## src/rtl/logic_unit_arbiter.sv

```systemverilog
// Round-robin arbiter sharing one registered bitwise logic unit (AND/OR/XOR/NAND) among NREQ requesters.
// Latency: 2 edges from the sampled request to result_valid (grant edge, then execute edge); one op per 2 cycles.
// Backpressure: a requester holds req/operands until it sees its gnt bit; requests are not sampled while executing.
//
// Ports:
//   clk, rst             rising-edge clock, synchronous active-high reset
//   req[NREQ]            per-requester request
//   req_op[2*NREQ]       opcode of requester i at [2i+1:2i] (00 AND, 01 OR, 10 XOR, 11 NAND)
//   req_a/req_b          operands of requester i at [WIDTH*i +: WIDTH]
//   gnt                  one-hot grant pulse
//   busy                 high while executing
//   result/result_id     last result and the requester it belongs to
//   result_valid         one-cycle pulse marking a new result
//   op_count             completed operations, wraps at 16 bits
module logic_unit_arbiter #(
    parameter int NREQ  = 4,
    parameter int WIDTH = 8,
    parameter int IDW   = $clog2(NREQ)
) (
    input  logic                    clk,
    input  logic                    rst,
    input  logic [NREQ-1:0]         req,
    input  logic [2*NREQ-1:0]       req_op,
    input  logic [WIDTH*NREQ-1:0]   req_a,
    input  logic [WIDTH*NREQ-1:0]   req_b,
    output logic [NREQ-1:0]         gnt,
    output logic                    busy,
    output logic [WIDTH-1:0]        result,
    output logic                    result_valid,
    output logic [IDW-1:0]          result_id,
    output logic [15:0]             op_count
);

    localparam logic [0:0] S_IDLE = 1'b0;
    localparam logic [0:0] S_EXEC = 1'b1;

    localparam logic [1:0] OP_AND  = 2'b00;
    localparam logic [1:0] OP_OR   = 2'b01;
    localparam logic [1:0] OP_XOR  = 2'b10;
    localparam logic [1:0] OP_NAND = 2'b11;

    logic [0:0]       state_q, state_d;
    logic [IDW-1:0]   ptr_q, ptr_d;
    logic [IDW-1:0]   wid_q, wid_d;
    logic [1:0]       op_q, op_d;
    logic [WIDTH-1:0] a_q, a_d;
    logic [WIDTH-1:0] b_q, b_d;
    logic [NREQ-1:0]  gnt_q, gnt_d;
    logic             busy_q, busy_d;
    logic [WIDTH-1:0] result_q, result_d;
    logic             result_valid_q, result_valid_d;
    logic [IDW-1:0]   result_id_q, result_id_d;
    logic [15:0]      op_count_q, op_count_d;

    logic             win_found;
    logic [IDW-1:0]   win_id;
    logic [IDW-1:0]   cand;
    logic [WIDTH-1:0] alu_out;

    // Scan requesters starting at ptr and wrapping; the first set bit wins.
    always_comb begin
        win_found = 1'b0;
        win_id    = '0;
        cand      = '0;
        for (int i = 0; i < NREQ; i++) begin
            cand = IDW'((int'(ptr_q) + i) % NREQ);
            if (!win_found && req[cand]) begin
                win_found = 1'b1;
                win_id    = cand;
            end
        end
    end

    // Operates only on the operands captured at grant time.
    always_comb begin
        alu_out = '0;
        case (op_q)
            OP_AND:  alu_out = a_q & b_q;
            OP_OR:   alu_out = a_q | b_q;
            OP_XOR:  alu_out = a_q ^ b_q;
            OP_NAND: alu_out = ~(a_q & b_q);
            default: alu_out = '0;
        endcase
    end

    always_comb begin
        state_d        = state_q;
        ptr_d          = ptr_q;
        wid_d          = wid_q;
        op_d           = op_q;
        a_d            = a_q;
        b_d            = b_q;
        gnt_d          = '0;
        busy_d         = busy_q;
        result_d       = result_q;
        result_valid_d = 1'b0;
        result_id_d    = result_id_q;
        op_count_d     = op_count_q;
        case (state_q)
            S_IDLE: begin
                if (win_found) begin
                    wid_d   = win_id;
                    op_d    = req_op[2*win_id +: 2];
                    a_d     = req_a[WIDTH*win_id +: WIDTH];
                    b_d     = req_b[WIDTH*win_id +: WIDTH];
                    gnt_d   = NREQ'(1) << win_id;
                    busy_d  = 1'b1;
                    ptr_d   = (win_id == IDW'(NREQ - 1)) ? '0 : win_id + IDW'(1);
                    state_d = S_EXEC;
                end
            end
            S_EXEC: begin
                result_d       = alu_out;
                result_valid_d = 1'b1;
                result_id_d    = wid_q;
                op_count_d     = op_count_q + 16'd1;
                busy_d         = 1'b0;
                state_d        = S_IDLE;
            end
            default: begin
                state_d = S_IDLE;
                busy_d  = 1'b0;
            end
        endcase
    end

    // Reset wins over EXEC, so an in-flight operation is dropped without a result.
    always_ff @(posedge clk) begin
        if (rst) begin
            state_q        <= S_IDLE;
            ptr_q          <= '0;
            wid_q          <= '0;
            op_q           <= '0;
            a_q            <= '0;
            b_q            <= '0;
            gnt_q          <= '0;
            busy_q         <= 1'b0;
            result_q       <= '0;
            result_valid_q <= 1'b0;
            result_id_q    <= '0;
            op_count_q     <= '0;
        end else begin
            state_q        <= state_d;
            ptr_q          <= ptr_d;
            wid_q          <= wid_d;
            op_q           <= op_d;
            a_q            <= a_d;
            b_q            <= b_d;
            gnt_q          <= gnt_d;
            busy_q         <= busy_d;
            result_q       <= result_d;
            result_valid_q <= result_valid_d;
            result_id_q    <= result_id_d;
            op_count_q     <= op_count_d;
        end
    end

    assign gnt          = gnt_q;
    assign busy         = busy_q;
    assign result       = result_q;
    assign result_valid = result_valid_q;
    assign result_id    = result_id_q;
    assign op_count     = op_count_q;

endmodule

```

## config.mk

```make
export PLATFORM = sky130hd
export DESIGN_NAME = logic_unit_arbiter
export DESIGN_NICKNAME = d
export VERILOG_FILES = /design/src/rtl/logic_unit_arbiter.sv
export SDC_FILE = /design/constraint.sdc
export NUM_CORES = 1
export LEC_CHECK = 0
export ABC_AREA = 1
export BUFFER_PORTS_ARGS = -buffer_cell sky130_fd_sc_hd__buf_2
export CAP_MARGIN = 40
export CORE_MARGIN = 3
export CORE_UTILIZATION = 50
export DETAILED_ROUTE_END_ITERATION = 6
export MAX_ROUTING_LAYER = met4
export PLACE_DENSITY = 0.8
export SYNTH_ARGS = -nofsm -noshare
export SYNTH_HDL_FRONTEND = slang
export SYNTH_SLANG_ARGS = --single-unit
```

## constraint.sdc

```tcl
create_clock -name clk -period 1.9 [get_ports clk]
set_clock_uncertainty 0.05 [all_clocks]
set_input_delay 0.38 -clock clk [delete_from_list [all_inputs] [get_ports clk]]
set_output_delay 0.38 -clock clk [all_outputs]
set_load 0.005 [all_outputs]
```

==> results_dict.tcl, run 1 <==
set metrics [dict create \
    antenna_left 0 \
    via_per_inst 5.23 \
    max_cap_violations 0 \
    syn_area_mm2 0.00378 \
    tightest_slew_ns 0.417 \
    pin_count 110 \
    grt_pass1_wl_mm 16.8 \
    synth-warning-count 0 \
    ys_async_sr_fraction 0 \
    synth-seq-area-share 0.291 \
    violations "negative setup slack" \
    hold_viol 0 \
    placed_cells 792 \
    crit_required_ns 2.11 \
    synth_top_area_share 0.291 \
    post-route-period-util 1.05 \
    holdPathEnd "wid_q[0]" \
    regToRegSetupSlack_ns -0.09 \
    holdWs_ns 0.356 \
    yosys_register_bits 55 \
    drt-total-wl_mm 11.2 \
    synth-xor-area-share 0.00694 \
    drt-wirelength-per-cell_um 13.8 \
    dr.pass1.iters 5 \
    synth_most_common_cell "inv_1" \
    rsz0062_at_grt "yes" \
    num_rows 31 \
    die_h_um 93.0 \
    start_util 0.519 \
    pre_cts_slack_ns -0.128 \
    reg2reg_to "b_q[6]" \
    arrival_ns 2.20 \
    layout_setup_ws_ns -0.0883 \
    grt_usage 0.238 \
    dpl.hpwl_mm 7.21 \
    synth_cells 590 \
    grt_use_met3 0.0298 \
    dieArea_mm2 0.00865 \
    antenna-diode-count 0 \
    clockBufferDepth 2 \
    synth_compound_area_frac 0.104 \
    synthTopCellsByCount "136 x inv_1, 113 x nand2_1, 62 x nand3_1, 55 x dfxtp_1, 39 x nand4_1" \
    die-width_um 93.0 \
    htree_levels 2 \
    grt_use_met1 0.302 \
    grt_pass1_vias 3852 \
    synthTopCellsByArea "dfxtp_1 29%, inv_1 13%, nand2_1 11%" \
    grt-ovfl-total 0 \
    drc 0 \
    fin_tns_setup_ns -0.223 \
    tritoncts "done" \
    grt_start_max_net_pins 37 \
    top_usage_layer "met2" \
    start_kind "flop" \
    yosys.area.top_type "dfxtp_1" \
    power_density_mw_per_mm2 1740 \
    yosysUniqueCellTypes 34 \
    coreArea_mm2 0.00729 \
    fin_util 0.694 \
    syn_nets 685 \
    synth-edff-count 0 \
    groute.layer.met2.usage 0.399 \
    stdcell_count 814 \
    drv_slew 0 \
    num_vias 4261 \
    clkTransAtPathRegs_ns 0.10 \
    maxSlewHeadroom 0.721 \
    endpoint_kind "flop" \
    synthAdderAreaFrac 0.0562 \
    leakagePower_nw 2.82 \
    drt_iter0_drc 299 \
    place_area_mm2 0.00451 \
    r2r_cells 15 \
    critPathKind "flop to flop" \
    area_delta_synth_final_pct 33.8 \
    yosys.area_share.simple 0.349 \
    timing.hold.worst_path_depth 2 \
    globalplace.congestion 0.882 \
    fin_crit_ns 1.99 \
    nets 809 \
    min_path_type "input pin to flop" \
    insertion_delay_ns 0.31 \
    syn_area_per_cell_um2 6.41 \
    design_area_mm2 0.00506 \
    synth-main-ff-cell "dfxtp_1" \
    drive_above_1_share 0.305 \
    cts-root-buf "clkbuf_8" \
    ir_drop_v 0.000899 \
    grt_antenna_before_repair 0 \
    outcome "finished, violations left" \
    hp-start "rst" \
    synth.area.mux_share 0 \
    setup_viol_count_final 8 \
    cts_made_buffers 5 \
    synth_top_family_by_area "simple AND/OR/NAND/NOR gates" \
    cts.sinks 55 \
    p_total_mw 8.82 \
    cts_hold_buffers 0 \
    port-buffer-count 109 \
    worstReg2RegStart "ptr_q[0]" \
    critPathMaxFanout 19 \
    max_freq_mhz 503 \
]
-- state kept, by name (all words and copies together), names as in the netlist --
name          count
a_q               8
b_q               8
busy              1
gnt               4
op_count         16
op_q              2
ptr_q             2
result            8
result_id         2
result_valid      1
state_q           1
wid_q             2
-- cells by family (layout without fill, tap and decap cells) --
logic type | count (synthesis) | count (layout)
AOI/OAI and AO/OA | 69 | 69
and+or+nand+nor | 277 | 277
xor gates and xnor gates | 3 | 3
buffers and inverters | 169 | 294
adders and majority gates | 17 | 17
DFF | 55 | 55
-- repair_timing --
action                     CTS  global route
resized for setup           11            43
setup endpoints to repair   24            28
gates cloned                 2             6
pin swaps                    0            12
buffers inserted             0             6
-- how the worst max path moves through the flow --
stage | from | to | slack (ns) | depth (start not counted)
6_report | ptr_q[0] | b_q[6] | -0.09 | 15
5_1_grt | ptr_q[0] | b_q[6] | -0.21 | 15
4_1_cts | ptr_q[0] | ptr_q[1] | 0.01 | 14
3_5_place_dp | ptr_q[0] | b_q[1] | -0.13 | 14
3_3_place_gp | req[3] | b_q[1] | -0.06 | 14
2_1_floorplan | ptr_q[0] | a_q[1] | 0.18 | 16
-- cells in the final DEF, fill, tap and decap left out, types with 2 or more instances in the layout --
cell,count
buf_6,2
a22o_1,2
buf_2,109
nand3_4,2
clkinvlp_4,2
clkbuf_16,6
buf_12,9
buf_16,3
nand2_2,27
a21oi_1,18
buf_4,18
nor2_2,4
ha_1,16
dfxtp_2,2
nand2_4,5
nor2_1,32
dfxtp_4,3
clkbuf_8,5
inv_2,4
nand2_1,98
nand3_2,9
nand3_1,55
nor3_2,3
inv_1,133
o21ai_1,2
o221ai_1,8
o21ai_0,34
dfxtp_1,50
nand4_1,39
xor2_1,2
-- cell type report --
class                           instances  area [µm²]
Clock buffer                            5        68.8
Timing Repair Buffer                  147        1120
Tap cell                               99         124
Fill cell                             629        2230
Inverter                              139         527
Multi-Input combinational cell        366        2090
Clock inverter                          3        20.0
Sequential cell                        55        1110
-- report_power, final --
group	leakage (nW)	total, mW	switching [mW]	internal (mW)
Sequential	0.454	1.74	0.241	1.50
Combinational	2.33	6.44	3.57	2.87
Clock	0.0402	0.637	0.380	0.257
-- worst max-delay path: stages (launching register included) --
cell     delay, ns
dfxtp_4       0.39
buf_6         0.13
nand2_2       0.06
nand2_2       0.07
nand2_1       0.09
nand2_1       0.07
nand2_2       0.08
nand2_2       0.07
nand2_4       0.13
nand3_4       0.17
buf_16        0.21
nand2_2       0.06
nand3_1       0.10
nand3_1       0.12
nand2_1       0.07
inv_1         0.07
-- layer usage --
layer	up-vias	part of all wire
met5	-	0
met2	232	0.49
met1	1887	0.40
met4	0	0.025
li1	2112	-
met3	30	0.087
No activity file was read; power rests on OpenSTA's default activity.
==> inputs of run 2 (changes only) <==
CELL_PAD_IN_SITES_DETAIL_PLACEMENT = 2   (was not set)
CELL_PAD_IN_SITES_GLOBAL_PLACEMENT = 2   (was not set)
CORE_UTILIZATION = 27   (was 50)
CTS_CLUSTER_DIAMETER = 80   (was not set)
PLACE_DENSITY = 0.83   (was 0.8)
==> run 2 against run 1 <==
The flow still finishes with violations (negative setup slack). Register-to-register slack worse by 0.29 ns. Clock power is 95% higher. Critical path depth is 1 lower. Sequential power is 5% higher. Sequential share of layout area is 4.0 points lower.
==> results_dict.tcl, run 2 (synthesis results as in run 1) <==
set metrics [dict create \
    die-width_um 124 \
    grt_usage 0.250 \
    leakagePower_nw 3.25 \
    holdWs_ns 0.333 \
    r2r_cells 14 \
    area_delta_synth_final_pct 64.3 \
    pwr-share-comb 0.782 \
    layout_setup_ws_ns -0.379 \
    multi_input_area_mm2 0.00262 \
    clkPwrFrac 0.088 \
    via_per_inst 5.36 \
    outcome "finished, violations left" \
    dieArea_mm2 0.0155 \
    num_vias 4962 \
    fin_util 0.462 \
    violations "negative setup slack" \
    pwr-share-seq 0.130 \
    stdcell_count 926 \
    placed_cells 875 \
    switching_share 0.511 \
    critPathKind "flop to flop" \
    largest_reg_flops 16 \
    port-buffer-count 109 \
    drt-total-wl_mm 23.5 \
    cts.sinks 55 \
    dr.pass1.iters 4 \
    drc 0 \
    hold_viol 0 \
    grt-ovfl-total 0 \
    post-route-period-util 1.20 \
    tritoncts "done" \
    grt_antenna_before_repair 0 \
    critPathMaxFanout 5 \
    start_kind "flop" \
    switchingPower_mw 7.22 \
    p_total_mw 14.1 \
    rsz0062_at_grt "yes" \
    pin_count 110 \
    clkTransAtPathRegs_ns 0.09 \
    coreArea_mm2 0.0135 \
    drt-wirelength-per-cell_um 25.3 \
    cts-root-buf "clkbuf_16" \
    antenna_left 0 \
    clockBufferDepth 2 \
    min_path_type "input pin to flop" \
    seq_area_mm2 0.00112 \
    drt_iter0_drc 320 \
    cts_made_buffers 5 \
    final_cell_mix "123 x inv_1, 109 x buf_2, 72 x nand2_1" \
    grt_start_max_net_pins 38 \
    maxSlewHeadroom 0.689 \
    antenna-diode-count 0 \
    drv_slew 0 \
    ir_drop_v 0.000972 \
    endpoint_kind "flop" \
    crit_required_ns 2.03 \
    grt_pass1_wl_mm 30.3 \
    dpl.hpwl_mm 11.2 \
    tightest_slew_ns 0.464 \
    arrival_ns 2.41 \
    drive_above_1_share 0.457 \
    design_area_mm2 0.00621 \
    die_h_um 124 \
    timing.hold.worst_path_depth 2 \
    globalplace.congestion 0.844 \
    max_freq_mhz 439 \
    fillers 1521 \
    power_density_mw_per_mm2 2270 \
    htree_levels 2 \
    insertion_delay_ns 0.31 \
    place_area_mm2 0.00467 \
    setup_viol_count_final 28 \
    max_cap_violations 0 \
    nets 844 \
    p_int_mw 6.90 \
    grt_pass1_vias 5429 \
    final_common_cell "inv_1" \
    num_rows 42 \
    start_util 0.281 \
    fin_crit_ns 2.28 \
]
[run 2: metrics by stage]
stage | TNS, ns | worst slack [ns]
detailed placement | -4.06 | -0.263
global placement | -0.570 | -0.100
global route | -9.46 | -0.423
floorplan | 0 | 0.177
finish | -7.97 | -0.379
CTS | -0.992 | -0.0767
[run 2: repair_timing]
| action | in CTS | in global routing |
|---|---|---|
| hold endpoints to repair | 0 | 0 |
| pin swaps | 30 | 31 |
| hold buffers | 0 | 0 |
| setup endpoints to repair | 28 | 31 |
| resized for setup | 82 | 117 |
| cloned | 8 | 7 |
| buffers inserted | 20 | 10 |
[run 2: per-layer routing]
layer	routed length, µm	vias up	GRT usage
met5	0	-	-
met4	1740	0	0.123
met3	1160	116	0.0433
met2	12000	255	0.453
met1	8530	2408	0.260
li1	-	2183	-
[run 2: worst max-delay path, cell delays in order (launching register included)]
cell,delay (ns)
dfxtp_4,0.42
buf_6,0.14
nand2_4,0.07
nand3_4,0.11
nand2_4,0.09
nor2_8,0.16
buf_6,0.11
nand4_1,0.19
nand2_4,0.24
inv_6,0.08
buf_12,0.15
nand3_2,0.08
nand3_2,0.10
nand2_2,0.07
inv_1,0.07
[run 2: final cells by class]
type,count,area share
tap,176,0.0354
clock buffer,5,0.0201
sequential,55,0.180
inverter,139,0.0864
clock inverter,3,0.0109
multi-input combinational,366,0.422
timing repair buffer,182,0.245
[run 2: path summary, 6_finish.rpt]
kind,from,to,slack [ns]
setup reg to reg,ptr_q[0],a_q[7],-0.38
setup / recovery,ptr_q[0],a_q[7],-0.38
hold / removal,rst,op_count[13],0.33
hold reg to reg,wid_q[1],result_id[1],0.41
[run 2: power groups by stage]
stage / logic (mW) / registers, mW / clock network, mW
2_1_floorplan: 3.57 / 1.67 / 0
5_1_grt: 11.5 / 1.85 / 1.31
4_1_cts: 7.83 / 1.74 / 1.23
3_3_place_gp: 5.04 / 1.71 / 0
6_report: 11.0 / 1.83 / 1.24
3_5_place_dp: 5.36 / 1.74 / 0
==> inputs of run 3 (changes only) <==
ABC_AREA = not set   (was 1)
CORE_UTILIZATION = 29   (was 27)
==> run 3 against run 2 <==
The run now ends clean. Combinational power is 92% lower. Worst setup slack improved by 0.55 ns. Worst hold slack got worse by 0.11 ns. Wire length decreased by 61%. Register-to-register slack improved by 0.55 ns. Critical path type unchanged. Critical endpoint is now b_q[5]. Largest cell class unchanged.
==> results_dict.tcl, run 3 <==
set metrics [dict create \
    outcome "complete, no violations" \
    insertion_delay_ns 0.32 \
    synth-seq-area-share 0.358 \
    ir_drop_v 0.000305 \
    synth-warning-count 0 \
    grt_start_max_net_pins 42 \
    cts-root-buf "clkbuf_8" \
    leakagePower_nw 1.79 \
    layout_setup_ws_ns 0.173 \
    drc 0 \
    drt_iter0_drc 75 \
    drv_slew 0 \
    critPathKind "flop to flop" \
    fillers 1178 \
    dieArea_mm2 0.0119 \
    maxSlewHeadroom 0.610 \
    worst_path_max_delay_cell "dfxtp_1" \
    num_vias 2790 \
    switching_share 0.326 \
    crit_required_ns 2.04 \
    endpoint_kind "flop" \
    min_path_type "input pin to flop" \
    drt-total-wl_mm 9.05 \
    htree_levels 2 \
    die_h_um 109 \
    switchingPower_mw 0.943 \
    cp_slowest_stage_delay_ns 0.38 \
    synth_compound_area_frac 0.122 \
    stdcell_count 564 \
    p_total_mw 2.90 \
    max_cap_violations 0 \
    clockBufferDepth 2 \
    power_density_mw_per_mm2 749 \
    via_per_inst 4.95 \
    dpl.hpwl_mm 7.30 \
    start_util 0.306 \
    grt_pass1_wl_mm 14.9 \
    synth_top_area_share 0.358 \
    rsz0062_at_grt "no" \
    placed_cells 556 \
    synthAdderAreaFrac 0.0692 \
    max_freq_mhz 579 \
    fin_util 0.385 \
    grt_pass1_vias 3096 \
    yosys.area_share.simple 0.158 \
    num_rows 36 \
    synth_cells 325 \
    antenna_left 0 \
    pwr-share-comb 0.296 \
    yosysUniqueCellTypes 34 \
    grt_usage 0.162 \
    post-route-period-util 0.909 \
    globalplace.congestion 0.709 \
    antenna-diode-count 0 \
    syn_nets 420 \
    grt-ovfl-total 0 \
    synth.area.mux_share 0.192 \
    final_common_cell "buf_2" \
    hold_viol 0 \
    holdWs_ns 0.226 \
    ys_async_sr_fraction 0 \
    fin_crit_ns 1.73 \
    synthTopCellsByArea "dfxtp_1 36%, mux2i_1 16%, ha_1 6.9%" \
    syn_area_mm2 0.00308 \
    tritoncts "done" \
    yosys.area.top_type "dfxtp_1" \
    fin_tns_setup_ns 0 \
    synth_top_family_by_area "multiplexers" \
    dr.pass1.iters 4 \
    p_int_mw 1.95 \
    arrival_ns 1.87 \
    synth-main-ff-cell "dfxtp_1" \
    coreArea_mm2 0.0100 \
    die-width_um 109 \
    port-buffer-count 109 \
    path_cells "inv_1, a21oi_2, a2bb2oi_4, buf_12, mux2i_1, o221ai_1" \
    synth-xor-area-share 0.0370 \
    final_cell_mix "109 x buf_2, 55 x dfxtp_1, 50 x mux2i_1" \
    design_area_mm2 0.00387 \
    pre_cts_slack_ns 0.0114 \
    critPathMaxFanout 41 \
    regToRegSetupSlack_ns 0.17 \
    drt-wirelength-per-cell_um 16.0 \
    setup_viol_count_final 0 \
    cts_hold_buffers 0 \
    clkPwrFrac 0.230 \
    area_delta_synth_final_pct 25.8 \
    yosys_register_bits 55 \
    cts_made_buffers 5 \
    clkTransAtPathRegs_ns 0.10 \
    largest_reg_flops 16 \
    grt_antenna_before_repair 0 \
    synth-edff-count 0 \
    drive_above_1_share 0.327 \
    cts.sinks 55 \
    cts_setup_buffers 0 \
    pwr-share-seq 0.474 \
    synthTopCellsByCount "55 x dfxtp_1, 50 x mux2i_1, 33 x nor2_1, 26 x nand2_1, 21 x inv_1" \
    place_area_mm2 0.00378 \
    nets 525 \
    synth_most_common_cell "dfxtp_1" \
    pin_count 110 \
    syn_area_per_cell_um2 9.46 \
    ctsResizeCount 0 \
    start_kind "flop" \
    tightest_slew_ns 0.585 \
]
[run 3: power groups by stage]
stage / clock, mW / sequential, mW / combinational (mW)
final: 0.666 / 1.37 / 0.858
after detailed placement: 0 / 1.40 / 0.873
after CTS: 0.691 / 1.38 / 0.878
after floorplan: 0 / 1.36 / 0.608
after global routing: 0.740 / 1.39 / 0.962
after global placement: 0 / 1.39 / 0.811
[run 3: final cells by class]
| type | instances | area [µm²] | area share |
|---|---|---|---|
| flip-flops and latches | 55 | 1100 | 0.285 |
| clock inverters | 2 | 12.5 | 0.00324 |
| clock buffers | 6 | 72.6 | 0.0188 |
| repair buffers | 117 | 656 | 0.170 |
| inverters | 21 | 78.8 | 0.0204 |
| well taps | 133 | 166 | 0.0430 |
| multi-input cells | 230 | 1780 | 0.460 |
[run 3: cell families after synthesis]
logic type	after synthesis
adder cells (fa/ha/maj)	17
flip-flops	55
multiplexers	58
XOR/XNOR	13
buffers and inverters	40
AND/OR/NAND/NOR	91
AO/OA/AOI/OAI	51
[run 3: layer usage]
layer	vias up	wire, µm	GRT usage	share of wire
li1	1350	-	-	-
met1	1348	3860	0.183	0.43
met2	85	4670	0.300	0.52
met3	7	468	0.0308	0.052
met4	0	53	0.0243	0.0059
met5	-	0	-	0
[run 3: critical path, delay by kind of cell, from the launching register on]
kind	cells	cell delay (ns)
DFF	1	0.38
AOI/OAI and AO/OA	3	0.49
buffers and inverters	2	0.36
muxes	1	0.29
[run 3: final timing paths]
check | from | end | cells after the start
worst min-delay path | rst | state_q | 2
worst max-delay path | ptr_q[0] | b_q[5] | 6
worst max register to register | ptr_q[0] | b_q[5] | 6
worst min register to register | busy | busy | 2
